<file path="src/rtl/verificar_pin_if.sv">
// +----------------------------------------------------------------------------+
// | verificar_pin_pkg / verificar_pin_if                                       |
// | PIN and setup packet types, plus the bus between assembler side and checker |
// | Revision: 1.0                                                              |
// +----------------------------------------------------------------------------+
`default_nettype none

package verificar_pin_pkg;
   // digito[3] is the first digit typed; 4'hE marks an empty position
   typedef struct packed {
      logic             status;
      logic [3:0][3:0]  digito;
   } pinPac_t;

   typedef struct packed {
      pinPac_t master_pin;
      pinPac_t pin1;
      pinPac_t pin2;
      pinPac_t pin3;
      pinPac_t pin4;
   } setupPac_t;
endpackage

interface verificar_pin_if;
   import verificar_pin_pkg::*;

   logic       enable;
   pinPac_t    pin_in;
   setupPac_t  data_setup;
   logic       pin_valido;
   logic       master_ok;
   logic       pin_invalido;
   logic       bloqueado;
   logic [2:0] tentativas;
   logic [8:0] bloqueio_restante;

   modport master (
      output enable, pin_in, data_setup,
      input  pin_valido, master_ok, pin_invalido, bloqueado, tentativas, bloqueio_restante
   );

   modport slave (
      input  enable, pin_in, data_setup,
      output pin_valido, master_ok, pin_invalido, bloqueado, tentativas, bloqueio_restante
   );
endinterface

`default_nettype wire

</file>
<file path="src/rtl/verificar_pin.sv">
// +----------------------------------------------------------------------------+
// | verificar_pin                                                              |
// | Checks submitted PINs against master/user slots, counts failures, locks out |
// | Revision: 1.0                                                              |
// +----------------------------------------------------------------------------+
`default_nettype none

module verificar_pin #(
   parameter int MAX_TENTATIVAS  = 5,
   parameter int BLOQUEIO_CICLOS = 300
) (
   input  wire logic      clk,
   input  wire logic      rst,
   verificar_pin_if.slave bus
);
   import verificar_pin_pkg::*;

   localparam logic [2:0] c_max_tent = 3'(MAX_TENTATIVAS);
   localparam logic [8:0] c_bloqueio = 9'(BLOQUEIO_CICLOS);
   localparam logic [3:0] c_vazio    = 4'hE;

   typedef enum logic [1:0] {
      OCIOSO    = 2'd0,
      AVALIAR   = 2'd1,
      BLOQUEADO = 2'd2
   } estado_t;

   estado_t         r_estado;
   logic            r_status_d;
   logic [3:0][3:0] r_digitos;
   logic            r_pin_valido;
   logic            r_master_ok;
   logic            r_pin_invalido;
   logic            r_bloqueado;
   logic [2:0]      r_tentativas;
   logic [8:0]      r_restante;

   logic            w_submissao;
   logic [3:0]      w_dig_vazio;
   logic            w_vazio;
   logic            w_master_hit;
   logic [3:0]      w_user_hit;
   logic [2:0]      w_tent_inc;
   pinPac_t         w_slot [4];
   logic            w_unused_master_status;

   assign w_slot[0] = bus.data_setup.pin1;
   assign w_slot[1] = bus.data_setup.pin2;
   assign w_slot[2] = bus.data_setup.pin3;
   assign w_slot[3] = bus.data_setup.pin4;

   // The master slot is always active, so its enable bit is deliberately unused
   assign w_unused_master_status = bus.data_setup.master_pin.status;

   generate
      for (genvar i = 0; i < 4; i++) begin : g_slot
         assign w_dig_vazio[i] = (r_digitos[i] == c_vazio);
         assign w_user_hit[i]  = w_slot[i].status && (w_slot[i].digito == r_digitos);
      end
   endgenerate

   assign w_submissao  = bus.pin_in.status & ~r_status_d;
   assign w_vazio      = |w_dig_vazio;
   assign w_master_hit = ~w_vazio && (bus.data_setup.master_pin.digito == r_digitos);
   assign w_tent_inc   = r_tentativas + 3'd1;

   always_ff @(posedge clk or posedge rst) begin
      if (rst) begin
         r_estado       <= OCIOSO;
         r_status_d     <= 1'b0;
         r_digitos      <= {4{c_vazio}};
         r_pin_valido   <= 1'b0;
         r_master_ok    <= 1'b0;
         r_pin_invalido <= 1'b0;
         r_bloqueado    <= 1'b0;
         r_tentativas   <= 3'd0;
         r_restante     <= 9'd0;
      end else begin
         // Edge detector keeps tracking in every state, including lockout
         r_status_d     <= bus.pin_in.status;
         r_pin_valido   <= 1'b0;
         r_master_ok    <= 1'b0;
         r_pin_invalido <= 1'b0;

         case (r_estado)
            OCIOSO: begin
               if (w_submissao && bus.enable) begin
                  r_digitos <= bus.pin_in.digito;
                  r_estado  <= AVALIAR;
               end
            end

            AVALIAR: begin
               if (w_master_hit) begin
                  r_master_ok  <= 1'b1;
                  r_tentativas <= 3'd0;
                  r_estado     <= OCIOSO;
               end else if (~w_vazio && (|w_user_hit)) begin
                  r_pin_valido <= 1'b1;
                  r_tentativas <= 3'd0;
                  r_estado     <= OCIOSO;
               end else begin
                  r_pin_invalido <= 1'b1;
                  r_tentativas   <= w_tent_inc;
                  if (w_tent_inc == c_max_tent) begin
                     r_bloqueado <= 1'b1;
                     r_restante  <= c_bloqueio;
                     r_estado    <= BLOQUEADO;
                  end else begin
                     r_estado    <= OCIOSO;
                  end
               end
            end

            BLOQUEADO: begin
               r_restante <= r_restante - 9'd1;
               if (r_restante == 9'd1) begin
                  r_bloqueado  <= 1'b0;
                  r_tentativas <= 3'd0;
                  r_estado     <= OCIOSO;
               end
            end

            default: r_estado <= OCIOSO;
         endcase
      end
   end

   assign bus.pin_valido        = r_pin_valido;
   assign bus.master_ok         = r_master_ok;
   assign bus.pin_invalido      = r_pin_invalido;
   assign bus.bloqueado         = r_bloqueado;
   assign bus.tentativas        = r_tentativas;
   assign bus.bloqueio_restante = r_restante;

endmodule

`default_nettype wire

</file>
<file path="src/flat_wrapper.sv">
// flat-port wrapper written by rule: the top's interface ports become plain ports
module verificar_pin_flat import verificar_pin_pkg::*;
#(
   parameter int MAX_TENTATIVAS  = 5,
   parameter int BLOQUEIO_CICLOS = 300
)
  (clk, rst, bus_enable, bus_pin_in, bus_data_setup, bus_pin_valido, bus_master_ok, bus_pin_invalido, bus_bloqueado, bus_tentativas, bus_bloqueio_restante);
  verificar_pin_if bus_i ();
  input  wire logic clk;
  input  wire logic rst;
  input wire logic [$bits(bus_i.enable)-1:0] bus_enable;
  input wire logic [$bits(bus_i.pin_in)-1:0] bus_pin_in;
  input wire logic [$bits(bus_i.data_setup)-1:0] bus_data_setup;
  output wire logic [$bits(bus_i.pin_valido)-1:0] bus_pin_valido;
  output wire logic [$bits(bus_i.master_ok)-1:0] bus_master_ok;
  output wire logic [$bits(bus_i.pin_invalido)-1:0] bus_pin_invalido;
  output wire logic [$bits(bus_i.bloqueado)-1:0] bus_bloqueado;
  output wire logic [$bits(bus_i.tentativas)-1:0] bus_tentativas;
  output wire logic [$bits(bus_i.bloqueio_restante)-1:0] bus_bloqueio_restante;
  assign bus_i.enable = bus_enable;
  assign bus_i.pin_in = bus_pin_in;
  assign bus_i.data_setup = bus_data_setup;
  assign bus_pin_valido = bus_i.pin_valido;
  assign bus_master_ok = bus_i.master_ok;
  assign bus_pin_invalido = bus_i.pin_invalido;
  assign bus_bloqueado = bus_i.bloqueado;
  assign bus_tentativas = bus_i.tentativas;
  assign bus_bloqueio_restante = bus_i.bloqueio_restante;
  verificar_pin #(.MAX_TENTATIVAS(MAX_TENTATIVAS), .BLOQUEIO_CICLOS(BLOQUEIO_CICLOS)) u_core (.clk(clk), .rst(rst), .bus(bus_i));
endmodule
</file>
<file path="config.mk">
export PLATFORM = sky130hd
export DESIGN_NAME = verificar_pin_flat
export DESIGN_NICKNAME = d
export VERILOG_FILES = /design/src/rtl/verificar_pin_if.sv /design/src/rtl/verificar_pin.sv /design/src/flat_wrapper.sv
export SDC_FILE = /design/constraint.sdc
export NUM_CORES = 1
export LEC_CHECK = 0
export CAP_MARGIN = 20
export CELL_PAD_IN_SITES_DETAIL_PLACEMENT = 2
export CELL_PAD_IN_SITES_GLOBAL_PLACEMENT = 2
export CORE_AREA = 2 2 102 104
export CTS_BUF_LIST = sky130_fd_sc_hd__clkbuf_8
export DETAILED_ROUTE_END_ITERATION = 8
export DIE_AREA = 0 0 104 106
export HOLD_SLACK_MARGIN = 0.05
export PLACE_DENSITY = 0.92
export REMOVE_ABC_BUFFERS = 1
export SYNTH_ARGS = -nofsm -noshare
export SYNTH_HDL_FRONTEND = slang
export SYNTH_SLANG_ARGS = --single-unit
</file>
<file path="constraint.sdc">
create_clock -name clk -period 4 [get_ports clk]
set_clock_uncertainty 0.2 [all_clocks]
set_input_delay 0.4 -clock clk [delete_from_list [all_inputs] [get_ports clk]]
set_output_delay 0.4 -clock clk [all_outputs]
set_load 0.05 [all_outputs]
</file>
After elaboration in Yosys (flattened, before gate mapping)
Cells that the tools add are included.
Operators by class
  $add $sub $neg: 2
  equal/unequal tests: 18
  muxes and demuxes: 27
  bitwise logic cells: 3
  reduce and logical (&&, ||, !) cells: 16
Operator list (number)
  == test 16 bit: 5
  two-way mux 9 bit: 3
  case mux 9 bit (2 select lines): 1
  == test 4 bit (second input constant): 4
  two-way mux 1 bit: 12
  two-way mux 2 bit: 5
  == test 9 x 1 -> 1 bit (second input constant): 1
  two-way mux 3 bit: 3
  subtractor 9 x 1 -> 9 bit (second input constant): 1
  OR reduction 4 bit: 2
  logical AND 1 bit: 7
  != test 2 x 1 -> 1 bit (second input constant): 3
  case mux 2 bit (3 select lines): 1
  case mux 3 bit (2 select lines): 1
  AND reduction 2 bit: 3
  AND reduction 5 bit: 1
  != test 2 bit (second input constant): 2
  AND reduction 4 bit: 1
  adder 3 x 1 -> 3 bit (second input constant): 1
  == test 3 bit (second input constant): 1
  == test 2 x 1 -> 1 bit (second input constant): 1
  == test 2 bit (second input constant): 1
  logical NOT 2 bit: 1
  inverter 1 bit: 2
  other kinds (3): 3
Storage, ports and cells
  bits in registers: 35
  bits of input ports: 105
  output and inout bits: 16
  word-level logic and storage cells: 78

Longest topological paths before layout
Gate-level depths: netlist (run 1).
  depth in word-level cells: 7
  mapped depth: 8
  gate-level depth less buffers: 7

Worst setup path after synthesis (run 1)
Ideal clock, no wire load.
  path kind: register to register
  start point: register u_core.r_digitos[1] (netlist bit)
  end point: register u_core.r_tentativas[0], in the netlist u_core.bus.tentativas[0]
  library setup time: 0.125 ns
  data arrival time: 1.820 ns
  required time: 3.675 ns
  path slack: 1.855 ns
  cell stages (with the launch flop): 8
  buffers on the path: 1
  path through: dfstp_2 > buf_2 > xnor2_1 > nand4_1 > nor4_4 > nor3_2 > o21a_1 > mux2_4
On the way
  word-level cells in the longest chain between the ends: 7
RTL lines
  from (decl): RTL line verificar_pin.sv:30  | logic [3:0][3:0] r_digitos;
  from (signal assigned): RTL line verificar_pin.sv:71  | r_digitos <= {4{c_vazio}};
  from (signal assigned): RTL line verificar_pin.sv:88  | r_digitos <= bus.pin_in.digito;
  == test 16 bit / == test 4 bit (equally long branches): RTL line verificar_pin.sv:58, verificar_pin.sv:57
  logical AND 1 bit / OR reduction 4 bit (equally long branches): RTL line verificar_pin.sv:58, verificar_pin.sv:63
  OR reduction 4 bit / inverter 1 bit (equally long branches): RTL line verificar_pin.sv:98, verificar_pin.sv:64
  logical AND 1 bit: RTL line verificar_pin.sv:98  | end else if (~w_vazio && (|w_user_hit)) begin
  two-way mux 3 bit: RTL line verificar_pin.sv:98
  two-way mux 3 bit (*): RTL line verificar_pin.sv:94  | if (w_master_hit) begin
  case mux 3 bit (2 select lines) (*): RTL line verificar_pin.sv:85  | case (r_estado)
  to (signal assigned): RTL line verificar_pin.sv:104  | r_tentativas <= w_tent_inc;
  to (decl): RTL line verificar_pin.sv:35  | logic [2:0] r_tentativas;
Mark *: on every way between the ends. The rest lies on a longest branch, timed or not.
A chain may end at the register's enable or synchronous reset.

Final worst setup path (run 1)
  start point: register u_core.r_digitos[6] (netlist bit)
  end point: register u_core.r_bloqueado, in the netlist u_core.bus.bloqueado
On the way
  word-level cells in the longest chain between the ends: 6
RTL lines
  == test 16 bit / == test 4 bit (equally long branches): RTL line verificar_pin.sv:58, verificar_pin.sv:57
  logical AND 1 bit / OR reduction 4 bit (equally long branches): RTL line verificar_pin.sv:58, verificar_pin.sv:63
  OR reduction 4 bit / inverter 1 bit (equally long branches): RTL line verificar_pin.sv:98, verificar_pin.sv:64
  logical AND 1 bit (on tied branches): RTL line verificar_pin.sv:98, verificar_pin.sv:64
  != test 2 bit (no line)
  AND reduction 5 bit (no line) (*)
  to (signal assigned): RTL line verificar_pin.sv:75  | r_bloqueado <= 1'b0;
  to (signal assigned): RTL line verificar_pin.sv:106  | r_bloqueado <= 1'b1;
  to (signal assigned): RTL line verificar_pin.sv:118  | r_bloqueado <= 1'b0;
  to (decl): RTL line verificar_pin.sv:34  | logic r_bloqueado;
Marked as above.

==> impl_metrics.env, run 1 <==
export IMPL_status="complete, no violations"
export IMPL_clk_pin_slew_ns=0.07
export IMPL_cp_arrival_ns=2.56
export IMPL_postCtsHoldBufs=0
export IMPL_drtPass1Iterations=4
export IMPL_wire_per_inst_um=20.5
export IMPL_power_leakage_uw=0.00155
export IMPL_whs_ns=0.294
export IMPL_area_growth_pct=51.0
export IMPL_grt_antenna_before_repair=0
export IMPL_port_buffers=119
export IMPL_critPathLaunchType="flip-flop"
export IMPL_synthMuxAreaShare=0.0785
export IMPL_rsz0062_at_grt="false"
export IMPL_synth_distinct_cells=45
export IMPL_worstMarginPinSlew_ns=0.668
export IMPL_grt_total_usage=0.196
export IMPL_die_x_um=104
export IMPL_cts_root_buf="clkbuf_8"
export IMPL_ir_worst_vdd_uv=412
export IMPL_start_util=0.263
export IMPL_cts_buffers=5
export IMPL_grt_max_degree=36
export IMPL_ant_nets=0
export IMPL_overflow=0
export IMPL_cts_buffer_depth=2
export IMPL_synth_top_flop_cell="dfrtp_1"
export IMPL_ys_seq_area_frac=0.339
export IMPL_diodes=0
export IMPL_clk_latency_ns=0.28
export IMPL_placementRows=37
export IMPL_htree_num_levels=2
export IMPL_end_kind="flip-flop"
export IMPL_synth_xor_area_frac=0.270
export IMPL_ys_warnings_count=0
export IMPL_vias=2442
export IMPL_cts_tree="built"
export IMPL_netlist_area_um2=2630
export IMPL_min_path_type="flip-flop to flip-flop"
export IMPL_n_fill_cell=1081
export IMPL_cts_setup_buffers=0
export IMPL_hpwlAfterDp_um=8560
export IMPL_fin_crit_ns=2.61
export IMPL_synth_compound_area_frac=0.0690
export IMPL_synth_simple_area_share=0.167
export IMPL_ctsResizeCount=0
export IMPL_grt_pass1_vias=2877
export IMPL_synth_edf_count=0
export IMPL_dieArea_um2=11000
export IMPL_report_final_slew_viol_count=0
export IMPL_worstPathRequired_ns=3.95
export IMPL_criticalPathCategory="flip-flop to flip-flop"
export IMPL_final_setup_viol_count=0
export IMPL_nets=482
export IMPL_power_density_nw_per_um2=599
export IMPL_core_um2=10000
export IMPL_tns_ns=0
export IMPL_die_h_um=106
export IMPL_async_flop_share=1.00
export IMPL_path_max_fanout=7
export IMPL_synthAdderAreaFrac=0.0190
export IMPL_fin_crit_sh=0.653
export IMPL_wirelength_um=10500
export IMPL_final_cell_mix="clkdlybuf4s50_1, xor2_1, dfrtp_1"
export IMPL_place_gp_congestion=0.862
export IMPL_synth_cells=264
export IMPL_drv_cap=0
export IMPL_layout_drive_gt1_share=0.120
export IMPL_timing_fmax_mhz=383
export IMPL_grt_pass1_wl_um=16800
export IMPL_io_pins=121
export IMPL_layout_commonest_cell="clkdlybuf4s50_1"
export IMPL_cts_sinks=35
export IMPL_ys_ff_latch=35
export IMPL_pre_cts_slack_ns=1.08
export IMPL_drt_iter0_drc=33
export IMPL_synth_top_family_by_area="XOR/XNOR gates"
export IMPL_drc_errors=0
export IMPL_viasPerCell=4.79
export IMPL_syn_avg_cell_area_um2=9.96
export IMPL_relSlewSlack=0.554
export IMPL_setup_slack_ns=1.39
export IMPL_hold_violations=0
[final timing paths]
kind                                          start                   end  slack [ns]  depth (start not counted)
worst min-delay path              u_core.r_status_d    u_core.r_estado[0]        0.29                          1
worst max-delay path            u_core.r_digitos[6]  u_core.bus.bloqueado        1.39                          7
max in group asynchronous                       rst  u_core.r_digitos[14]        2.91                          3
worst max register to register  u_core.r_digitos[6]  u_core.bus.bloqueado        1.39                          7
worst min register to register    u_core.r_status_d    u_core.r_estado[0]        0.29                          1
min in group asynchronous                       rst  u_core.r_digitos[12]        0.33                          3
[final cells by class]
| type | instances | area, um2 | area share |
|---|---|---|---|
| repair buffers | 121 | 1210 | 0.305 |
| inverters | 6 | 22.5 | 0.00567 |
| clock buffers | 5 | 68.8 | 0.0173 |
| well taps | 136 | 170 | 0.0429 |
| clock inverters | 3 | 12.5 | 0.00315 |
| multi-input cells | 204 | 1590 | 0.402 |
| flip-flops and latches | 35 | 891 | 0.224 |
[where the power goes]
group | internal, uW | switching (uW) | leakage (uW)
registers | 543 | 359 | 0.000406
clock network | 117 | 125 | 0.0000505
logic | 584 | 649 | 0.00110
[layer usage]
metal / track usage / vias to the layer above / wire (um)
met5: 0 / - / 0
met4: 0.0309 / 0 / 95
met3: 0.0558 / 10 / 706
met2: 0.376 / 93 / 5540
met1: 0.219 / 1216 / 4110
li1: - / 1123 / -
[sequential cells by signal, summed over array words and instances, names as in the netlist]
| name | count |
|---|---|
| u_core.r_digitos | 16 |
| u_core.bus.bloqueado | 1 |
| u_core.bus.pin_valido | 1 |
| u_core.bus.pin_invalido | 1 |
| u_core.r_estado | 2 |
| u_core.bus.master_ok | 1 |
| u_core.bus.bloqueio_restante | 9 |
| u_core.r_status_d | 1 |
| u_core.bus.tentativas | 3 |
[worst max-delay path, stage by stage (launching register included)]
cell     delay, ns
dfstp_2       0.67
xor2_1        0.11
nor4_1        0.47
nand4_1       0.20
o22ai_2       0.22
nor3_2        0.12
nor2_1        0.33
o21ai_0       0.16
[Yosys cell counts, types with 2 or more instances]
library cell  count  share of area
a31oi_1           2         0.0048
buf_2             8          0.015
buf_4             5          0.014
buf_6             4          0.017
clkbuf_1          2         0.0029
dfrtp_1          23           0.22
dfstp_2          12           0.12
ha_1              4          0.019
inv_1             6         0.0086
mux2_2           17          0.073
nand2_1          22          0.031
nand3_1           3         0.0057
nand4_1           9          0.021
nand4b_1          4          0.013
nor2_1            8          0.011
nor2b_1           4         0.0095
nor3_1            5         0.0095
nor4_1           13          0.031
o21a_1            2         0.0057
o21ai_0           4         0.0076
o22ai_2           2         0.0095
o31ai_1           3         0.0086
xnor2_1          20          0.067
xor2_1           61           0.20
[cell families after synthesis]
family | after synthesis
DFF | 35
AOI/OAI and AO/OA | 24
buffers and inverters | 25
muxes | 18
xor gates and xnor gates | 81
adders and majority gates | 4
and+or+nand+nor | 77
[per-stage QoR]
step / utilization / cell area [um2] / std cells / total power, uW
CTS: 0.396 / 3960 / 509 / 2420
detailed placement: 0.388 / 3880 / 501 / 2160
global route: 0.397 / 3970 / 510 / 2560
global placement: 0.388 / 3880 / 501 / 2060
floorplan: - / 2500 / 245 / 1600
finish: 0.397 / 3970 / 510 / 2380
Power figures use the tool's default switching activity.
==> run 2, diff against run 1 <==
--- a/config.mk
+++ b/config.mk
@@ -8,12 +8,12 @@
 export CAP_MARGIN = 20
 export CELL_PAD_IN_SITES_DETAIL_PLACEMENT = 2
 export CELL_PAD_IN_SITES_GLOBAL_PLACEMENT = 2
-export CORE_AREA = 2 2 102 104
+export CORE_AREA = 2 2 113 115
 export CTS_BUF_LIST = sky130_fd_sc_hd__clkbuf_8
 export DETAILED_ROUTE_END_ITERATION = 8
-export DIE_AREA = 0 0 104 106
+export DIE_AREA = 0 0 115 117
 export HOLD_SLACK_MARGIN = 0.05
-export PLACE_DENSITY = 0.92
+export PLACE_DENSITY = 0.8
 export REMOVE_ABC_BUFFERS = 1
 export SYNTH_ARGS = -nofsm -noshare
 export SYNTH_HDL_FRONTEND = slang
==> constraint.sdc (replaced) <==
create_clock -name clk -period 2.35 [get_ports clk]
set_clock_uncertainty 0.2 [all_clocks]
set_input_delay 0.235 -clock clk [delete_from_list [all_inputs] [get_ports clk]]
set_output_delay 0.235 -clock clk [all_outputs]
set_load 0.05 [all_outputs]
==> impl_metrics.env, run 2 (same netlist as run 1, synthesis figures left out) <==
export IMPL_n_fill_cell=1319
export IMPL_grt_pass1_vias=2968
export IMPL_die_h_um=117
export IMPL_ant_nets=0
export IMPL_rrSetupSlack_ns=-0.27
export IMPL_critPathSlowestCell="dfrtp_2"
export IMPL_worstPathRequired_ns=2.33
export IMPL_ir_worst_vdd_uv=484
export IMPL_nets=531
export IMPL_fin_crit_ns=2.62
export IMPL_setup_slack_ns=-0.268
export IMPL_rsz0062_at_grt="true"
export IMPL_grt_pass1_wl_um=16500
export IMPL_viasPerCell=4.62
export IMPL_power_density_nw_per_um2=1090
export IMPL_layout_commonest_cell="clkdlybuf4s50_1"
export IMPL_status="finished, violations left"
export IMPL_criticalPathCategory="flip-flop to flip-flop"
export IMPL_cts_buffer_depth=2
export IMPL_critPathLaunchType="flip-flop"
export IMPL_cts_sinks=35
export IMPL_p_switching_uw=2170
export IMPL_worstMarginPinSlew_ns=0.557
export IMPL_port_buffers=119
export IMPL_path_cells="buf_6, xor2_2, nor4_2, buf_4, nand4_1, o22ai_4, nor3_4, o21a_1, mux2_4"
export IMPL_place_gp_congestion=0.832
export IMPL_dieArea_um2=13500
export IMPL_diodes=0
export IMPL_relSlewSlack=0.624
export IMPL_pwr_share_comb=0.600
export IMPL_seqPwrFrac=0.283
export IMPL_intPower_uw=2780
export IMPL_grt_total_usage=0.163
export IMPL_clk_pin_slew_ns=0.08
export IMPL_overflow=0
export IMPL_placementRows=41
export IMPL_swShare=0.439
export IMPL_layout_drive_gt1_share=0.267
export IMPL_wire_per_inst_um=20.2
export IMPL_timing_fmax_mhz=382
export IMPL_end_kind="flip-flop"
export IMPL_drt_iter0_drc=65
export IMPL_final_cell_mix="clkdlybuf4s50_1, xor2_1, buf_4"
export IMPL_grt_max_degree=36
export IMPL_report_final_slew_viol_count=0
export IMPL_area_growth_pct=72.8
export IMPL_drv_cap=0
export IMPL_vias=2645
export IMPL_io_pins=121
export IMPL_path_max_fanout=5
export IMPL_drc_errors=0
export IMPL_p_clk_frac=0.116
export IMPL_fin_crit_sh=1.11
export IMPL_core_um2=12300
export IMPL_die_x_um=115
export IMPL_htree_num_levels=2
export IMPL_regMostFlops="u_core.r_digitos"
export IMPL_multiInputGateArea_um2=1720
export IMPL_cts_root_buf="clkbuf_8"
export IMPL_cts_buffers=5
export IMPL_postCtsHoldBufs=0
export IMPL_hpwlAfterDp_um=9000
export IMPL_seq_area_um2=893
export IMPL_final_setup_viol_count=15
export IMPL_largest_reg_flops=16
export IMPL_clk_latency_ns=0.29
export IMPL_cp_arrival_ns=2.59
export IMPL_drtPass1Iterations=4
export IMPL_min_path_type="input pin to async pin"
export IMPL_pre_cts_slack_ns=-0.346
export IMPL_grt_antenna_before_repair=0
export IMPL_whs_ns=0.153
export IMPL_cts_tree="built"
export IMPL_hold_violations=0
export IMPL_wirelength_um=11600
export IMPL_violations="negative setup slack"
export IMPL_start_util=0.214
export IMPL_max_stage_delay_ns=0.46
export IMPL_power_leakage_uw=0.00184
[run 2: repair_timing]
| action | CTS | global route |
|---|---|---|
| buffers inserted | 3 | 11 |
| resized for setup | 11 | 14 |
| pin swaps | 9 | 17 |
| endpoints found under the setup margin | 15 | 15 |
[run 2: critical path: cells and delay by family (launching register included)]
kind                      cells  cell delay, ns
DFF                           1            0.46
AOI/OAI and AO/OA             2            0.51
xor gates and xnor gates      1            0.17
and+or+nand+nor               3            0.58
buffers and inverters         2            0.31
muxes                         1            0.26
[run 2: power by group through the flow]
stage / Sequential [uW] / Combinational [uW] / Clock, uW
after floorplan: 1640 / 1080 / 0
after global placement: 1400 / 2510 / 0
after detailed placement: 1420 / 2650 / 0
after CTS: 1410 / 2750 / 603
after global routing: 1460 / 3190 / 630
final: 1400 / 2970 / 576
[run 2: layout make-up]
type | count | share of cell area
tap | 150 | 0.0413
clock buffer | 6 | 0.0182
sequential | 35 | 0.197
clock inverter | 2 | 0.00771
timing repair buffer | 170 | 0.353
multi-input combinational | 204 | 0.378
inverter | 6 | 0.00496
[run 2: worst paths after layout]
path                                           start                       end  depth (start not counted)
worst max-delay path             u_core.r_digitos[4]  u_core.bus.tentativas[0]                          9
worst min-delay path                             rst      u_core.r_digitos[12]                          3
worst max register to register   u_core.r_digitos[4]  u_core.bus.tentativas[0]                          9
worst min register to register  u_core.bus.bloqueado      u_core.bus.bloqueado                          2
max in group asynchronous                        rst       u_core.r_digitos[5]                          3
min in group clk                      bus_pin_in[16]         u_core.r_status_d                          1
[run 2: layer usage]
metal | up-vias | wire [um] | track usage
met4 | 0 | 161 | 0.0297
li1 | 1219 | - | -
met5 | - | 0 | 0
met3 | 12 | 708 | 0.0381
met1 | 1319 | 4510 | 0.184
met2 | 95 | 6170 | 0.316
[run 2: per-stage QoR]
step,area [um2],TNS [ns],utilization,power (uW),instances
after floorplan,2500,0,-,2720,245
after global placement,4190,-1.66,0.340,3910,551
after detailed placement,4190,-3.65,0.340,4070,551
after CTS,4390,-0.801,0.356,4770,562
after global routing,4540,-4.12,0.369,5280,573
final,4540,-2.16,0.369,4950,573
==> run 3, diff against run 2 <==
--- a/config.mk
+++ b/config.mk
@@ -10,6 +10,7 @@
 export CELL_PAD_IN_SITES_GLOBAL_PLACEMENT = 2
 export CORE_AREA = 2 2 113 115
 export CTS_BUF_LIST = sky130_fd_sc_hd__clkbuf_8
+export CTS_CLUSTER_SIZE = 8
 export DETAILED_ROUTE_END_ITERATION = 8
 export DIE_AREA = 0 0 115 117
 export HOLD_SLACK_MARGIN = 0.05
@@ -18,3 +19,4 @@
 export SYNTH_ARGS = -nofsm -noshare
 export SYNTH_HDL_FRONTEND = slang
 export SYNTH_SLANG_ARGS = --single-unit
+export TNS_END_PERCENT = 10
==> impl_metrics.env, run 3 (same netlist as run 1, synthesis figures left out) <==
export IMPL_ant_nets=0
export IMPL_min_path_type="input pin to async pin"
export IMPL_relSlewSlack=0.625
export IMPL_cts_buffer_depth=2
export IMPL_multiInputGateArea_um2=1670
export IMPL_fin_crit_ns=2.57
export IMPL_grt_max_degree=36
export IMPL_violations="negative setup slack"
export IMPL_wirelength_um=11100
export IMPL_worstPathRequired_ns=2.33
export IMPL_clk_pin_slew_ns=0.08
export IMPL_max_stage_delay_ns=0.64
export IMPL_end_kind="flip-flop"
export IMPL_clk_latency_ns=0.29
export IMPL_worstMarginPinSlew_ns=0.554
export IMPL_nets=528
export IMPL_critPathSlowestCell="dfstp_2"
export IMPL_dieArea_um2=13500
export IMPL_final_cells=570
export IMPL_drt_iter0_drc=45
export IMPL_cts_root_buf="clkbuf_8"
export IMPL_start_util=0.214
export IMPL_rsz0062_at_grt="true"
export IMPL_die_x_um=115
export IMPL_hpwlAfterDp_um=9000
export IMPL_report_final_slew_viol_count=0
export IMPL_cts_sinks=35
export IMPL_drtPass1Iterations=4
export IMPL_regMostFlops="u_core.r_digitos"
export IMPL_final_setup_viol_count=14
export IMPL_criticalPathCategory="flip-flop to flip-flop"
export IMPL_overflow=0
export IMPL_die_h_um=117
export IMPL_area_growth_pct=69.9
export IMPL_largest_reg_flops=16
export IMPL_wire_per_inst_um=19.6
export IMPL_io_pins=121
export IMPL_grt_total_usage=0.163
export IMPL_p_total_uw=4810
export IMPL_setup_slack_ns=-0.220
export IMPL_place_gp_congestion=0.832
export IMPL_grt_pass1_wl_um=16400
export IMPL_ir_worst_vdd_uv=480
export IMPL_hold_violations=0
export IMPL_power_leakage_uw=0.00181
export IMPL_n_fill_cell=1326
export IMPL_cts_buffers=5
export IMPL_drc_errors=0
export IMPL_seq_area_um2=892
export IMPL_status="finished, violations left"
export IMPL_critPathLaunchType="flip-flop"
export IMPL_port_buffers=119
export IMPL_numPlacedInstances=551
export IMPL_drv_cap=0
export IMPL_grt_antenna_before_repair=0
export IMPL_fin_crit_sh=1.09
export IMPL_diodes=0
export IMPL_cts_tree="built"
export IMPL_layout_commonest_cell="clkdlybuf4s50_1"
export IMPL_cp_arrival_ns=2.55
export IMPL_path_max_fanout=6
export IMPL_final_cell_mix="clkdlybuf4s50_1, xor2_1, buf_4"
export IMPL_power_density_nw_per_um2=1080
export IMPL_vias=2593
export IMPL_path_cells="buf_4, xor2_1, nor4_2, nand4_1, o22ai_4, nor3_4, o21a_1, mux2_4"
export IMPL_final_core_util=0.363
export IMPL_timing_fmax_mhz=389
export IMPL_layout_drive_gt1_share=0.240
export IMPL_tns_ns=-1.35
export IMPL_htree_num_levels=2
export IMPL_core_um2=12300
export IMPL_placementRows=41
export IMPL_viasPerCell=4.55
export IMPL_grt_pass1_vias=2945
run 3: cell count changes in the layout (fill, tap and decap cells not counted), moves of 2 or more:
| cell | before | now |
|---|---|---|
| buf_4 | 48 | 45 |
| o31ai_1 | 1 | 3 |
| o31ai_2 | 2 | 0 |
| xor2_1 | 59 | 61 |
| xor2_2 | 2 | 0 |
run 3: timing repair:
item / 4_1_cts / 5_1_grt
pin swaps: 3 / 8
gates resized for setup: 6 / 8
setup buffers: 2 / 9
endpoints found under the setup margin: 15 / 15
hold buffers: 0 / 0
cloned: 0 / 0
run 3: layout make-up:
cell class / count / share of cell area
clock inverter: 2 / 0.00784
clock buffer: 6 / 0.0185
multi-input combinational: 204 / 0.373
sequential: 35 / 0.200
inverter: 6 / 0.00504
tap: 150 / 0.0420
timing repair buffer: 167 / 0.354
run 3: layer usage:
layer / GRT usage / up-vias / wire length, um
li1: - / 1211 / -
met3: 0.0376 / 6 / 664
met5: 0 / - / 0
met4: 0.0257 / 0 / 76
met2: 0.316 / 85 / 5880
met1: 0.184 / 1291 / 4530
run 3: through the flow:
stage                     worst slack, ns  hold WS, ns  area [um2]
final                              -0.220        0.154        4470
after detailed placement           -0.346        0.315        4190
after global placement             -0.229        0.296        4190
after global routing               -0.350        0.208        4470
after floorplan                     0.146       0.0664        2500
after CTS                          -0.141        0.169        4360
run 3: final timing paths:
check / startpoint / end / slack, ns / depth (start not counted)
max in group asynchronous: rst / u_core.r_digitos[5] / 1.44 / 3
min in group clk: bus_pin_in[16] / u_core.r_status_d / 0.21 / 1
max reg2reg: u_core.r_digitos[1] / u_core.bus.tentativas[0] / -0.22 / 8
max: u_core.r_digitos[1] / u_core.bus.tentativas[0] / -0.22 / 8
min reg2reg: u_core.bus.bloqueado / u_core.bus.bloqueado / 0.33 / 2
min: rst / u_core.r_digitos[12] / 0.15 / 3
run 3: power by group:
group / switching, uW / total, uW / internal [uW]
Sequential: 476 / 1400 / 924
Clock: 228 / 572 / 343
Combinational: 1400 / 2840 / 1450
run 3: worst max-delay path, delay by kind of cell (launching register included):
kind	cells	cell delay, ns
flops	1	0.64
simple gates	3	0.62
compound gates	2	0.51
mux	1	0.26
buf+inv	1	0.15
xor+xnor	1	0.07
